==> src/rtl/pc_seq_ctrl.sv <==
// ---------------------------------------------------------------------------
// pc_seq_ctrl
//   Sequencer and arbiter for the PC-source datapath of the multicycle CPU.
//   Arbitrates next-PC requests from main control (exc > rte > jmp > br > inc)
//   and drives the PC-source select together with the PC/EPC load pulses.
//   It also owns the multi-cycle exception sequence: save EPC, read the
//   handler vector from memory, then load the PC from that vector.
//
//   Parameters
//     MEM_LAT   cycles from vec_read assertion until vector data is valid (0..15)
//     BOOT_EN   1: one boot-vector PC load after reset, 0: start in IDLE
//
//   Ports
//     clk, reset      rising-edge clock, asynchronous active-high reset
//     inc_req         sequential fetch advance (PC <- PC+4)
//     br_req/br_taken branch resolved / branch condition
//     jmp_req         jump to jump target
//     rte_req         return from exception (PC <- EPC)
//     exc_req         exception raised, exc_cause selects the vector
//     pc_src          0 PC+4, 1 branch, 2 jump, 3 boot, 4 EPC, 5 mem vector
//     pc_write        PC load pulse
//     epc_write       EPC load pulse
//     vec_read        exception vector read in progress
//     vec_addr_sel    latched exception cause (vector address select)
//     busy            exception sequence in progress, requests ignored
//     double_fault    sticky, exc_req seen while busy; cleared by reset only
//
//   All outputs are registered; every request produces its effect in the
//   cycle after the edge that sampled it.
// ---------------------------------------------------------------------------
module pc_seq_ctrl #(
    parameter int unsigned MEM_LAT = 2,
    parameter bit          BOOT_EN = 1'b1
) (
    input  logic       clk,
    input  logic       reset,
    input  logic       inc_req,
    input  logic       br_req,
    input  logic       br_taken,
    input  logic       jmp_req,
    input  logic       rte_req,
    input  logic       exc_req,
    input  logic [1:0] exc_cause,
    output logic [2:0] pc_src,
    output logic       pc_write,
    output logic       epc_write,
    output logic       vec_read,
    output logic [1:0] vec_addr_sel,
    output logic       busy,
    output logic       double_fault
);

    typedef enum logic [2:0] {
        S_BOOT,
        S_IDLE,
        S_EXC_SAVE,
        S_EXC_WAIT,
        S_EXC_LOAD
    } state_e;

    localparam logic [2:0] SRC_INC  = 3'd0;
    localparam logic [2:0] SRC_BR   = 3'd1;
    localparam logic [2:0] SRC_JMP  = 3'd2;
    localparam logic [2:0] SRC_BOOT = 3'd3;
    localparam logic [2:0] SRC_EPC  = 3'd4;
    localparam logic [2:0] SRC_VEC  = 3'd5;

    localparam logic [3:0] LAT       = 4'(MEM_LAT);
    localparam state_e     RST_STATE = BOOT_EN ? S_BOOT : S_IDLE;

    state_e     state_q, state_d;
    logic [3:0] cnt_q, cnt_d;
    logic [2:0] pc_src_q, pc_src_d;
    logic       pc_write_q, pc_write_d;
    logic       epc_write_q, epc_write_d;
    logic       vec_read_q, vec_read_d;
    logic [1:0] vec_addr_sel_q, vec_addr_sel_d;
    logic       busy_q, busy_d;
    logic       double_fault_q, double_fault_d;

    // Next-state and next-output logic. Pulses default to 0 each cycle so
    // pc_src returns to 0 whenever no PC load is being issued.
    always_comb begin
        state_d        = state_q;
        cnt_d          = cnt_q;
        pc_src_d       = SRC_INC;
        pc_write_d     = 1'b0;
        epc_write_d    = 1'b0;
        vec_read_d     = 1'b0;
        busy_d         = 1'b0;
        vec_addr_sel_d = vec_addr_sel_q;
        double_fault_d = double_fault_q;

        // busy_q is high exactly while the exception sequence owns the PC.
        if (busy_q && exc_req) begin
            double_fault_d = 1'b1;
        end

        case (state_q)
            S_BOOT: begin
                // Requests sampled on this edge are intentionally dropped.
                state_d    = S_IDLE;
                pc_src_d   = SRC_BOOT;
                pc_write_d = 1'b1;
            end

            S_IDLE: begin
                if (exc_req) begin
                    state_d        = S_EXC_SAVE;
                    epc_write_d    = 1'b1;
                    vec_read_d     = 1'b1;
                    busy_d         = 1'b1;
                    // Reserved cause falls back to the invalid-opcode vector.
                    vec_addr_sel_d = (exc_cause == 2'd3) ? 2'd0 : exc_cause;
                end else if (rte_req) begin
                    pc_src_d   = SRC_EPC;
                    pc_write_d = 1'b1;
                end else if (jmp_req) begin
                    pc_src_d   = SRC_JMP;
                    pc_write_d = 1'b1;
                end else if (br_req && br_taken) begin
                    pc_src_d   = SRC_BR;
                    pc_write_d = 1'b1;
                end else if (inc_req) begin
                    // A not-taken branch falls through here so a concurrent
                    // fetch advance is still honoured.
                    pc_src_d   = SRC_INC;
                    pc_write_d = 1'b1;
                end
            end

            S_EXC_SAVE: begin
                vec_read_d = 1'b1;
                busy_d     = 1'b1;
                if (LAT == 4'd0) begin
                    state_d    = S_EXC_LOAD;
                    pc_src_d   = SRC_VEC;
                    pc_write_d = 1'b1;
                end else begin
                    state_d = S_EXC_WAIT;
                    cnt_d   = LAT;
                end
            end

            S_EXC_WAIT: begin
                // Counter holds the number of WAIT cycles left including this one.
                vec_read_d = 1'b1;
                busy_d     = 1'b1;
                if (cnt_q <= 4'd1) begin
                    state_d    = S_EXC_LOAD;
                    cnt_d      = 4'd0;
                    pc_src_d   = SRC_VEC;
                    pc_write_d = 1'b1;
                end else begin
                    cnt_d = cnt_q - 4'd1;
                end
            end

            S_EXC_LOAD: begin
                state_d = S_IDLE;
            end

            default: begin
                state_d = S_IDLE;
            end
        endcase
    end

    always_ff @(posedge clk or posedge reset) begin
        if (reset) begin
            state_q        <= RST_STATE;
            cnt_q          <= 4'd0;
            pc_src_q       <= SRC_INC;
            pc_write_q     <= 1'b0;
            epc_write_q    <= 1'b0;
            vec_read_q     <= 1'b0;
            vec_addr_sel_q <= 2'd0;
            busy_q         <= 1'b0;
            double_fault_q <= 1'b0;
        end else begin
            state_q        <= state_d;
            cnt_q          <= cnt_d;
            pc_src_q       <= pc_src_d;
            pc_write_q     <= pc_write_d;
            epc_write_q    <= epc_write_d;
            vec_read_q     <= vec_read_d;
            vec_addr_sel_q <= vec_addr_sel_d;
            busy_q         <= busy_d;
            double_fault_q <= double_fault_d;
        end
    end

    assign pc_src       = pc_src_q;
    assign pc_write     = pc_write_q;
    assign epc_write    = epc_write_q;
    assign vec_read     = vec_read_q;
    assign vec_addr_sel = vec_addr_sel_q;
    assign busy         = busy_q;
    assign double_fault = double_fault_q;

endmodule
==> config.mk <==
export PLATFORM = sky130hd
export DESIGN_NAME = pc_seq_ctrl
export DESIGN_NICKNAME = d
export VERILOG_FILES = /design/src/rtl/pc_seq_ctrl.sv
export SDC_FILE = /design/constraint.sdc
export NUM_CORES = 1
export LEC_CHECK = 0
export CAP_MARGIN = 20
export CORE_MARGIN = 5
export CORE_UTILIZATION = 28
export CTS_CLUSTER_SIZE = 25
export DETAILED_ROUTE_END_ITERATION = 8
export DONT_BUFFER_PORTS = 1
export PLACE_DENSITY = 0.48
export SKIP_LAST_GASP = 1
export SLEW_MARGIN = 20
export SYNTH_ARGS = -nofsm -noshare
export SYNTH_HDL_FRONTEND = slang
export SYNTH_SLANG_ARGS = --single-unit
==> constraint.sdc <==
create_clock -name clk -period 1.6 [get_ports clk]
set_input_delay 0.32 -clock clk [delete_from_list [all_inputs] [get_ports clk]]
set_output_delay 0.32 -clock clk [all_outputs]
set_load 0.01 [all_outputs]
==> qor.txt, run 1 <==
Slew Viols, Final = 0
Hold Path Sink = double_fault$_DFFE_PP0P_
metal2 WL = 705 µm
wire length on met3 = 100 µm
CP delay by family, top = simple AND/OR/NAND/NOR gates
period utilization = 98.8%
TNS Setup = 0 ns
vias after detailed routing = 583
dpl cell area = 831 µm²
static leakage = 0.413 nW
initial antenna violation count = 0
worst-path fanout max = 3
pin count of the biggest net entering global routing = 17
worst endpoint required time = 1.80 ns
Final Critical Period = 1.58 ns
Cell variety after synth = 30
CTS H-tree depth = 1
area grow syn2layout = 22.0%
total wire length = 1.58 mm
f_max = 633 MHz
uppermost layer routed = met4
Worst path max stage delay = 0.49 ns
RSZ-0062 raised after global routing = yes
Clock Pin Slew Worst Setup and Hold Paths = 0.10 ns
most frequent cell after synthesis = dfrtp_1
total grt overflow = 0
CP Launch Type = flop
DRC = 0
DIE WIDTH = 62.6 µm
VDD IR-drop max = 0.955 mV
Die Height = 62.6 µm
r2r endpoint = pc_src[0]$_DFF_PP0_
WL/cell = 13.7 µm
top post-synthesis cells by count = dfrtp_1, nand2_1, o21ai_0
DPL Wire Length = 1.12 mm
# Max-Cap Violations = 0
Clock Root Buffer = clkbuf_4
clock sinks = 16
Crit Path Class = reg -> reg
die area = 3920 µm²
run status = finished clean
ys flop type = dfrtp_1
Worst-Margin Slew = 0.616 ns
CP arrival = 1.78 ns
Antenna Cells = 0
synth top area cells = dfrtp_1, nand2b_1, o21ai_0
top cell type's share of synthesized area = 51.7%
worst-case clock buffer depth = 2
vias in the first global route = 552
R2R depth = 5
Worst Hold Slack = 0.149 ns
relative slew slack = 58.9%
Layout Skew = 0.00293 ns
TritonCTS clock tree = done
Hold Violations, Final = 0
Tot GR Track Use = 8.77%
M1 wire length = 751 µm
beginning of the worst hold path = exc_req
IO Port Bufs = 0
Ys Warns = 0
initial DRC count = 19
Post-Syn Area = 774 µm²
Hold Path Depth = 1
detail-routed via count per cell = 5.03
Synth Instances = 74
setup violators final = 0
Power, Total = 0.00190 W
mean post-synth cell area = 10.5 µm²
RePlAce Congestion = 0.719
worst reg2reg startpoint = cnt_q[1]$_DFFE_PP0N_
flops & latches, synth = 16
Yosys top cell by area = dfrtp_1
clk_lat worst skew = 0.28 ns
Final Worst Setup Slack = 0.0195 ns
Fill cells = 283
R2R setup slack = 0.02 ns
CP Cell Sequence = inv_2 -> ha_4 -> nor2_4 -> or4b_4 -> a221oi_2
sequential-to-total area share from yosys stat = 51.7%
# rows = 19
first-pass GRT wire length = 2.68 mm
Starting Density = 28.6%
layout cell share with drive strength beyond 1 = 25.9%
worst path bufs/invs = 1
Syn Nets = 86
Critical Path End Type = flop
async set or reset register ratio after synthesis = 100%
Core ar. = 2710 µm²
dpl ws = 0.00297 ns
number of synthesized flops with an enable pin = 0
hold crit path type = in -> reg
fin nets = 98
TritonCTS Buffers = 3
Detailed Routing Iterations Pass 1 = 3
io pins = 20
power per cell area = 2010 nW/µm²
worst-path cell with the longest stage delay = or4b_4
Routed Antenna Nets = 0
path length in cells of the critical path = 5
final non-filler cell area = 945 µm²
worst register-to-register path: stages, from the launching register on:
cell,delay (ns)
dfrtp_1,0.41
inv_2,0.11
ha_4,0.16
nor2_4,0.04
or4b_4,0.49
a221oi_2,0.29
repair_timing:
| item | in CTS | in global routing |
|---|---|---|
| pin swaps | 1 | 2 |
| cloned | 0 | 0 |
| endpoints found under the hold margin | 7 | 0 |
| buffers inserted | 2 | 2 |
| endpoints found under the setup margin | 2 | 8 |
| resized for setup | 0 | 11 |
| hold buffers | 1 | 0 |
flip-flops by register name, indices dropped and copies added (netlist names):
register,cells
state_q,3
busy,1
pc_src,3
epc_write,1
cnt_q,4
double_fault,1
vec_addr_sel,2
pc_write,1
worst max path at each step:
stage | slack, ns | from | endpoint
2_1_floorplan | 0.08 | cnt_q[0]$_DFFE_PP0N_ | pc_src[0]$_DFF_PP0_
3_3_place_gp | 0.04 | cnt_q[1]$_DFFE_PP0N_ | cnt_q[2]$_DFFE_PP0N_
3_5_place_dp | 0.003 | cnt_q[1]$_DFFE_PP0N_ | pc_src[0]$_DFF_PP0_
4_1_cts | 0.01 | cnt_q[1]$_DFFE_PP0N_ | pc_src[0]$_DFF_PP0_
5_1_grt | -0.05 | cnt_q[1]$_DFFE_PP0N_ | pc_src[0]$_DFF_PP0_
6_report | 0.02 | cnt_q[1]$_DFFE_PP0N_ | pc_src[0]$_DFF_PP0_
cell families (layout without fill, tap and decap cells):
| logic type | count (synthesis) | in the layout | share of synthesized area [%] |
|---|---|---|---|
| flops | 16 | 16 | 51.7 |
| compound gates | 18 | 18 | 16.3 |
| mux | 1 | 1 | 1.29 |
| buf+inv | 8 | 19 | 5.01 |
| simple gates | 29 | 29 | 22.5 |
| fa+ha+maj | 2 | 2 | 3.23 |
final cells by class:
type	instances	area [µm²]	area share, %
Timing Repair Buffer	10	77.6	8.21
Sequential cell	16	402	42.5
Inverter	5	18.8	1.99
Tap cell	31	38.8	4.11
Multi-Input combinational cell	50	372	39.3
Clock buffer	4	36.3	3.84
power breakdown:
part	leakage, nW	switching [W]	internal (W)	total (W)
logic	0.198	0.000393	0.000451	0.000844
registers	0.194	0.000202	0.000579	0.000781
clock network	0.0210	0.000132	0.000138	0.000270
stage by stage:
stage / instances / utilization [%]
3_5_place_dp: 107 / 30.7
5_1_grt: 116 / 34.9
2_1_floorplan: 74 / -
4_1_cts: 114 / 32.9
6_report: 116 / 34.9
3_3_place_gp: 107 / 30.7
per-layer routing:
layer,up-vias,global-route usage (%)
li1,283,-
met1,281,11.3
met2,17,12.8
met3,2,2.34
met4,0,5.57
met5,-,0
layout by cell type (no fill, tap or decap), types with 2 or more instances in the layout:
| master | netlist | final |
|---|---|---|
| dfrtp_1 | 16 | 15 |
| o31ai_1 | 2 | 2 |
| or4b_4 | 1 | 2 |
| inv_2 | 0 | 2 |
| a21o_1 | 3 | 3 |
| nand2_1 | 7 | 7 |
| nor2_1 | 5 | 4 |
| clkbuf_4 | 0 | 3 |
| o21ai_0 | 6 | 6 |
| ha_4 | 0 | 2 |
| nor2b_1 | 2 | 2 |
| nand2b_1 | 5 | 5 |
| buf_4 | 2 | 9 |
| inv_1 | 5 | 3 |
Note: power is estimated with default switching activity, not from simulation.
==> inputs of run 2 (changes only) <==
--- a/config.mk
+++ b/config.mk
@@ -7,11 +7,11 @@
 export LEC_CHECK = 0
 export CAP_MARGIN = 20
 export CORE_MARGIN = 5
-export CORE_UTILIZATION = 28
+export CORE_UTILIZATION = 53
 export CTS_CLUSTER_SIZE = 25
 export DETAILED_ROUTE_END_ITERATION = 8
 export DONT_BUFFER_PORTS = 1
-export PLACE_DENSITY = 0.48
+export PLACE_DENSITY = 0.68
 export SKIP_LAST_GASP = 1
 export SLEW_MARGIN = 20
 export SYNTH_ARGS = -nofsm -noshare
==> run 2 against run 1 <==
The flow now finishes with violations (setup timing). Non-clock buffer count shrank 4. Routed wire length shrank 7.7%. Final cell count shrank 17%. Critical path depth is the same. Highest routed layer unchanged. Die area shrank 41%.
==> qor.txt, run 2 (synthesis gave the netlist of run 1 again) <==
Seq pwr share = 45.2%
setup violators final = 1
f_max = 625 MHz
Hold Violations, Final = 0
TritonCTS Buffers = 3
failing checks = setup timing
Clock Root Buffer = clkbuf_4
register name with the most flops = cnt_q
GR Util met2 = 23.4%
fin nets = 94
Starting Density = 58.1%
total grt overflow = 0
dpl ws = 0.000753 ns
Power, Total = 0.00174 W
Detailed Routing Iterations Pass 1 = 2
static leakage = 0.394 nW
hold crit path type = in -> reg
Core ar. = 1330 µm²
Final Worst Setup Slack = -0.000246 ns
pin count of the biggest net entering global routing = 17
layout cell share with drive strength beyond 1 = 17.3%
commonest non-fill, non-tap cell in the layout = dfrtp_1
Int Pwr = 0.00107 W
DIE WIDTH = 48.2 µm
period utilization = 100%
Comb pwr share = 40.0%
Fill cells = 116
GRT Max-Usage Layer = met2
CP arrival = 1.80 ns
RSZ-0062 raised after global routing = yes
Antenna Cells = 0
Final Critical Period = 1.60 ns
# rows = 13
total wire length = 1.46 mm
worst endpoint required time = 1.80 ns
area grow syn2layout = 11.8%
Slew Viols, Final = 0
first-pass GRT wire length = 2.30 mm
Crit Path Class = reg -> reg
vias in the first global route = 549
CP delay by family, top = simple AND/OR/NAND/NOR gates
relative slew slack = 61.1%
max reg flops = 4
FF+latch area = 400 µm²
RePlAce Congestion = 0.728
power per cell area = 2010 nW/µm²
most frequent cells in the layout = dfrtp_1, nand2_1, o21ai_0
area of the multi-input gates = 344 µm²
worst-case clock buffer depth = 2
R2R setup slack = -0.0002 ns
CP Cell Sequence = inv_1 -> ha_2 -> nor2_2 -> or4b_4 -> a221oi_2
DPL Wire Length = 1.04 mm
Routed Antenna Nets = 0
Switching Share = 38.7%
initial antenna violation count = 0
IO Port Bufs = 0
Worst path max stage delay = 0.49 ns
Layout Skew = 0.00411 ns
CTS H-tree depth = 1
DRC = 0
detail-routed via count per cell = 5.95
CP Launch Type = flop
Sw Pwr = 0.000674 W
worst-path cell with the longest stage delay = or4b_4
# Max-Cap Violations = 0
clock sinks = 16
clk_lat worst skew = 0.28 ns
die area = 2330 µm²
grt met3 use = 7.38%
Tot GR Track Use = 14.8%
TNS Setup = -0.000246 ns
io pins = 20
WL/cell = 15.2 µm
worst-path fanout max = 5
VDD IR-drop max = 0.858 mV
initial DRC count = 8
TritonCTS clock tree = done
Die Height = 48.2 µm
Clk pwr share = 14.9%
worst path bufs/invs = 1
Critical Path End Type = flop
met1 Use GR = 17.3%
Worst-Margin Slew = 0.583 ns
run status = complete, but fails checks
vias after detailed routing = 571
Clock Pin Slew Worst Setup and Hold Paths = 0.09 ns
==> run 2: what timing repair did <==
| action | CTS | global route |
|---|---|---|
| endpoints found under the setup margin | 2 | 5 |
| hold buffers | 1 | 0 |
| pin swaps | 1 | 1 |
| setup buffers | 0 | 1 |
| resized for setup | 1 | 2 |
| gates cloned | 0 | 0 |
| hold endpoints to repair | 16 | 0 |
==> run 2: path summary, 6_finish.rpt <==
kind	startpoint	end	depth (start not counted)
max	cnt_q[0]$_DFFE_PP0N_	pc_src[0]$_DFF_PP0_	5
min	exc_req	double_fault$_DFFE_PP0P_	1
max reg2reg	cnt_q[0]$_DFFE_PP0N_	pc_src[0]$_DFF_PP0_	5
min reg2reg	double_fault$_DFFE_PP0P_	double_fault$_DFFE_PP0P_	1
max in group asynchronous	reset	state_q[2]$_DFFE_PP0P_	2
min in group asynchronous	reset	state_q[1]$_DFFE_PP0P_	2
==> run 2: worst register-to-register path: cells and delay by family, from the launching register on <==
family / cells / cell delay, ns
compound gates: 1 / 0.28
simple gates: 2 / 0.55
flops: 1 / 0.43
buf+inv: 1 / 0.08
fa+ha+maj: 1 / 0.18
==> run 2: routing by layer <==
| layer | wire [µm] | part of all wire (%) |
|---|---|---|
| met1 | 631 | 43 |
| met2 | 702 | 48 |
| met3 | 119 | 8.1 |
| met4 | 8 | 0.55 |
| met5 | 0 | 0 |
==> run 2: power by group through the flow <==
stage | clock network (W) | registers (W) | logic [W]
3_5_place_dp | 0 | 0.000792 | 0.000650
3_3_place_gp | 0 | 0.000786 | 0.000636
5_1_grt | 0.000284 | 0.000822 | 0.000785
4_1_cts | 0.000266 | 0.000787 | 0.000667
6_report | 0.000259 | 0.000787 | 0.000696
2_1_floorplan | 0 | 0.000731 | 0.000542
==> run 2: cell type report <==
cell class | count | area share, %
inverter | 5 | 2.17
multi-input combinational | 50 | 39.7
timing repair buffer | 6 | 5.49
tap | 15 | 2.17
clock buffer | 4 | 4.19
sequential | 16 | 46.2
==> run 2: through the flow <==
stage,cells,utilization (%),hold WS (ns),area (µm²)
detailed placement,90,60.2,0.307,803
CTS,95,64.0,0.151,853
global route,96,64.9,0.136,866
floorplan,74,-,0.234,774
global placement,90,60.2,0.301,803
finish,96,64.9,0.151,866
==> inputs of run 3 (changes only) <==
--- a/config.mk
+++ b/config.mk
@@ -11,7 +11,8 @@
 export CTS_CLUSTER_SIZE = 25
 export DETAILED_ROUTE_END_ITERATION = 8
 export DONT_BUFFER_PORTS = 1
-export PLACE_DENSITY = 0.68
+export MAX_ROUTING_LAYER = met4
+export PLACE_DENSITY = 0.78
 export SKIP_LAST_GASP = 1
 export SLEW_MARGIN = 20
 export SYNTH_ARGS = -nofsm -noshare
==> run 3 against run 2 <==
The run now ends clean. Register-to-register slack gained 0.03 ns. Die area unchanged. Sequential share of layout area is 0.33 points lower. Sequential power shrank 1%. Clock skew fell by 0.0015 ns. Count of clock-buffer cells in the layout down 1. Total power increased by 1.4%. Final cell count is 1.0% higher. Utilization grew 0.47 points. Largest cell class unchanged. Highest routed layer unchanged.
==> qor.txt, run 3 (synthesis gave the netlist of run 1 again) <==
Power, Total = 0.00177 W
r2r endpoint = pc_src[0]$_DFF_PP0_
Crit Path Class = reg -> reg
Slew Viols, Final = 0
CP arrival = 1.76 ns
total wire length = 1.53 mm
Final Critical Period = 1.57 ns
dpl ws = 0.0168 ns
f_max = 636 MHz
Hold Path Sink = double_fault$_DFFE_PP0P_
worst-path fanout max = 3
die area = 2330 µm²
commonest non-fill, non-tap cell in the layout = dfrtp_1
Starting Density = 58.1%
R2R depth = 5
vias in the first global route = 528
Placed Cells = 90
most frequent cells in the layout = dfrtp_1, nand2_1, buf_4, o21ai_0
DIE WIDTH = 48.2 µm
register name with the most flops = cnt_q
pin count of the biggest net entering global routing = 17
TritonCTS Buffers = 3
fin nets = 96
Hold Violations, Final = 0
relative slew slack = 60.6%
beginning of the worst hold path = exc_req
Final Worst Setup Slack = 0.0281 ns
DRC = 0
RePlAce Congestion = 0.802
max reg flops = 4
# Max-Cap Violations = 0
worst-path cell with the longest stage delay = or4b_4
Core ar. = 1330 µm²
CP Cell Sequence = inv_2 -> ha_2 -> nor2_1 -> or4b_4 -> a221oi_4
Layout Skew = 0.00263 ns
CTS H-tree depth = 1
layout cell share with drive strength beyond 1 = 17.1%
CP Launch Type = flop
VDD IR-drop max = 1.03 mV
Fill cells = 108
Clock Root Buffer = clkbuf_4
clk_lat worst skew = 0.28 ns
initial antenna violation count = 0
static leakage = 0.402 nW
Die Height = 48.2 µm
CP delay by family, top = simple AND/OR/NAND/NOR gates
run status = finished clean
Detailed Routing Iterations Pass 1 = 4
RSZ-0062 raised after global routing = yes
first-pass GRT wire length = 2.42 mm
DPL Wire Length = 1.06 mm
worst endpoint required time = 1.79 ns
vias after detailed routing = 565
# rows = 13
R2R setup slack = 0.03 ns
Tot GR Track Use = 15.9%
Critical Path End Type = flop
Worst Hold Slack = 0.155 ns
clock sinks = 16
Hold Path Depth = 1
initial DRC count = 21
Routed Antenna Nets = 0
worst-case clock buffer depth = 2
Worst path max stage delay = 0.50 ns
detail-routed via count per cell = 5.82
period utilization = 98.2%
Worst-Margin Slew = 0.590 ns
total grt overflow = 0
setup violators final = 0
Post-Layout Cell Count = 97
TritonCTS clock tree = done
Clock Pin Slew Worst Setup and Hold Paths = 0.08 ns
worst path bufs/invs = 1
hold crit path type = in -> reg
area grow syn2layout = 12.6%
WL/cell = 15.8 µm
power per cell area = 2030 nW/µm²
IO Port Bufs = 0
Antenna Cells = 0
worst reg2reg startpoint = cnt_q[1]$_DFFE_PP0N_
TNS Setup = 0 ns
io pins = 20
[run 3: changes by cell type in the layout (fill, tap and decap cells not counted)]
cell	before	now
a221oi_2	1	0
nor2_1	4	5
buf_4	5	7
o311ai_0	1	0
or4b_4	2	1
inv_1	5	4
clkbuf_8	1	0
nor2_2	1	0
o311ai_1	0	1
inv_2	0	1
or4b_1	0	1
a221oi_4	0	1
[run 3: what timing repair did]
item | 4_1_cts | 5_1_grt
pin swaps | 0 | 2
endpoints found under the setup margin | 1 | 6
gates resized for setup | 0 | 4
hold endpoints to repair | 16 | 0
buffers inserted | 1 | 2
hold buffers | 1 | 0
[run 3: area by class of cell]
type / count / area, µm² / share of cell area [%]
clock buffers: 3 / 22.5 / 2.58
inverters: 5 / 18.8 / 2.15
multi-input cells: 50 / 349 / 40.0
flip-flops and latches: 16 / 400 / 45.9
well taps: 15 / 18.8 / 2.15
repair buffers: 8 / 62.6 / 7.17
[run 3: how the worst max path moves through the flow]
stage	startpoint	endpoint	slack (ns)	cells after the start
global route	cnt_q[0]$_DFFE_PP0N_	pc_src[0]$_DFF_PP0_	-0.07	5
finish	cnt_q[1]$_DFFE_PP0N_	pc_src[0]$_DFF_PP0_	0.03	5
detailed placement	cnt_q[1]$_DFFE_PP0N_	pc_src[0]$_DFF_PP0_	0.02	5
CTS	cnt_q[1]$_DFFE_PP0N_	pc_src[0]$_DFF_PP0_	0.01	5
global placement	cnt_q[1]$_DFFE_PP0N_	pc_src[0]$_DFF_PP0_	0.06	5
floorplan	cnt_q[0]$_DFFE_PP0N_	pc_src[0]$_DFF_PP0_	0.08	5
[run 3: stage by stage]
step           util, %  cell area (µm²)
6_report          65.4              872
5_1_grt           65.4              872
4_1_cts           63.2              843
3_5_place_dp      60.2              803
3_3_place_gp      60.2              803
2_1_floorplan        -              774
[run 3: worst reg2reg max path: stages (launching register included)]
cell and delay, ns:
dfrtp_1 0.40, inv_2 0.07, ha_2 0.17, nor2_1 0.07, or4b_4 0.50, a221oi_4 0.27
[run 3: power by group]
group	total [W]	switching (W)	internal, W
combinational	0.000785	0.000385	0.000401
clock	0.000203	0.000116	0.0000873
sequential	0.000778	0.000201	0.000577
[run 3: routing by layer]
| layer | up-vias | global-route usage, % | wire length [µm] | part of all wire, % |
|---|---|---|---|---|
| li1 | 276 | - | - | - |
| met1 | 268 | 20.3 | 654 | 43 |
| met2 | 17 | 23.7 | 754 | 49 |
| met3 | 4 | 3.32 | 99 | 6.5 |
| met4 | 0 | 8.06 | 23 | 1.5 |
| met5 | - | - | 0 | 0 |
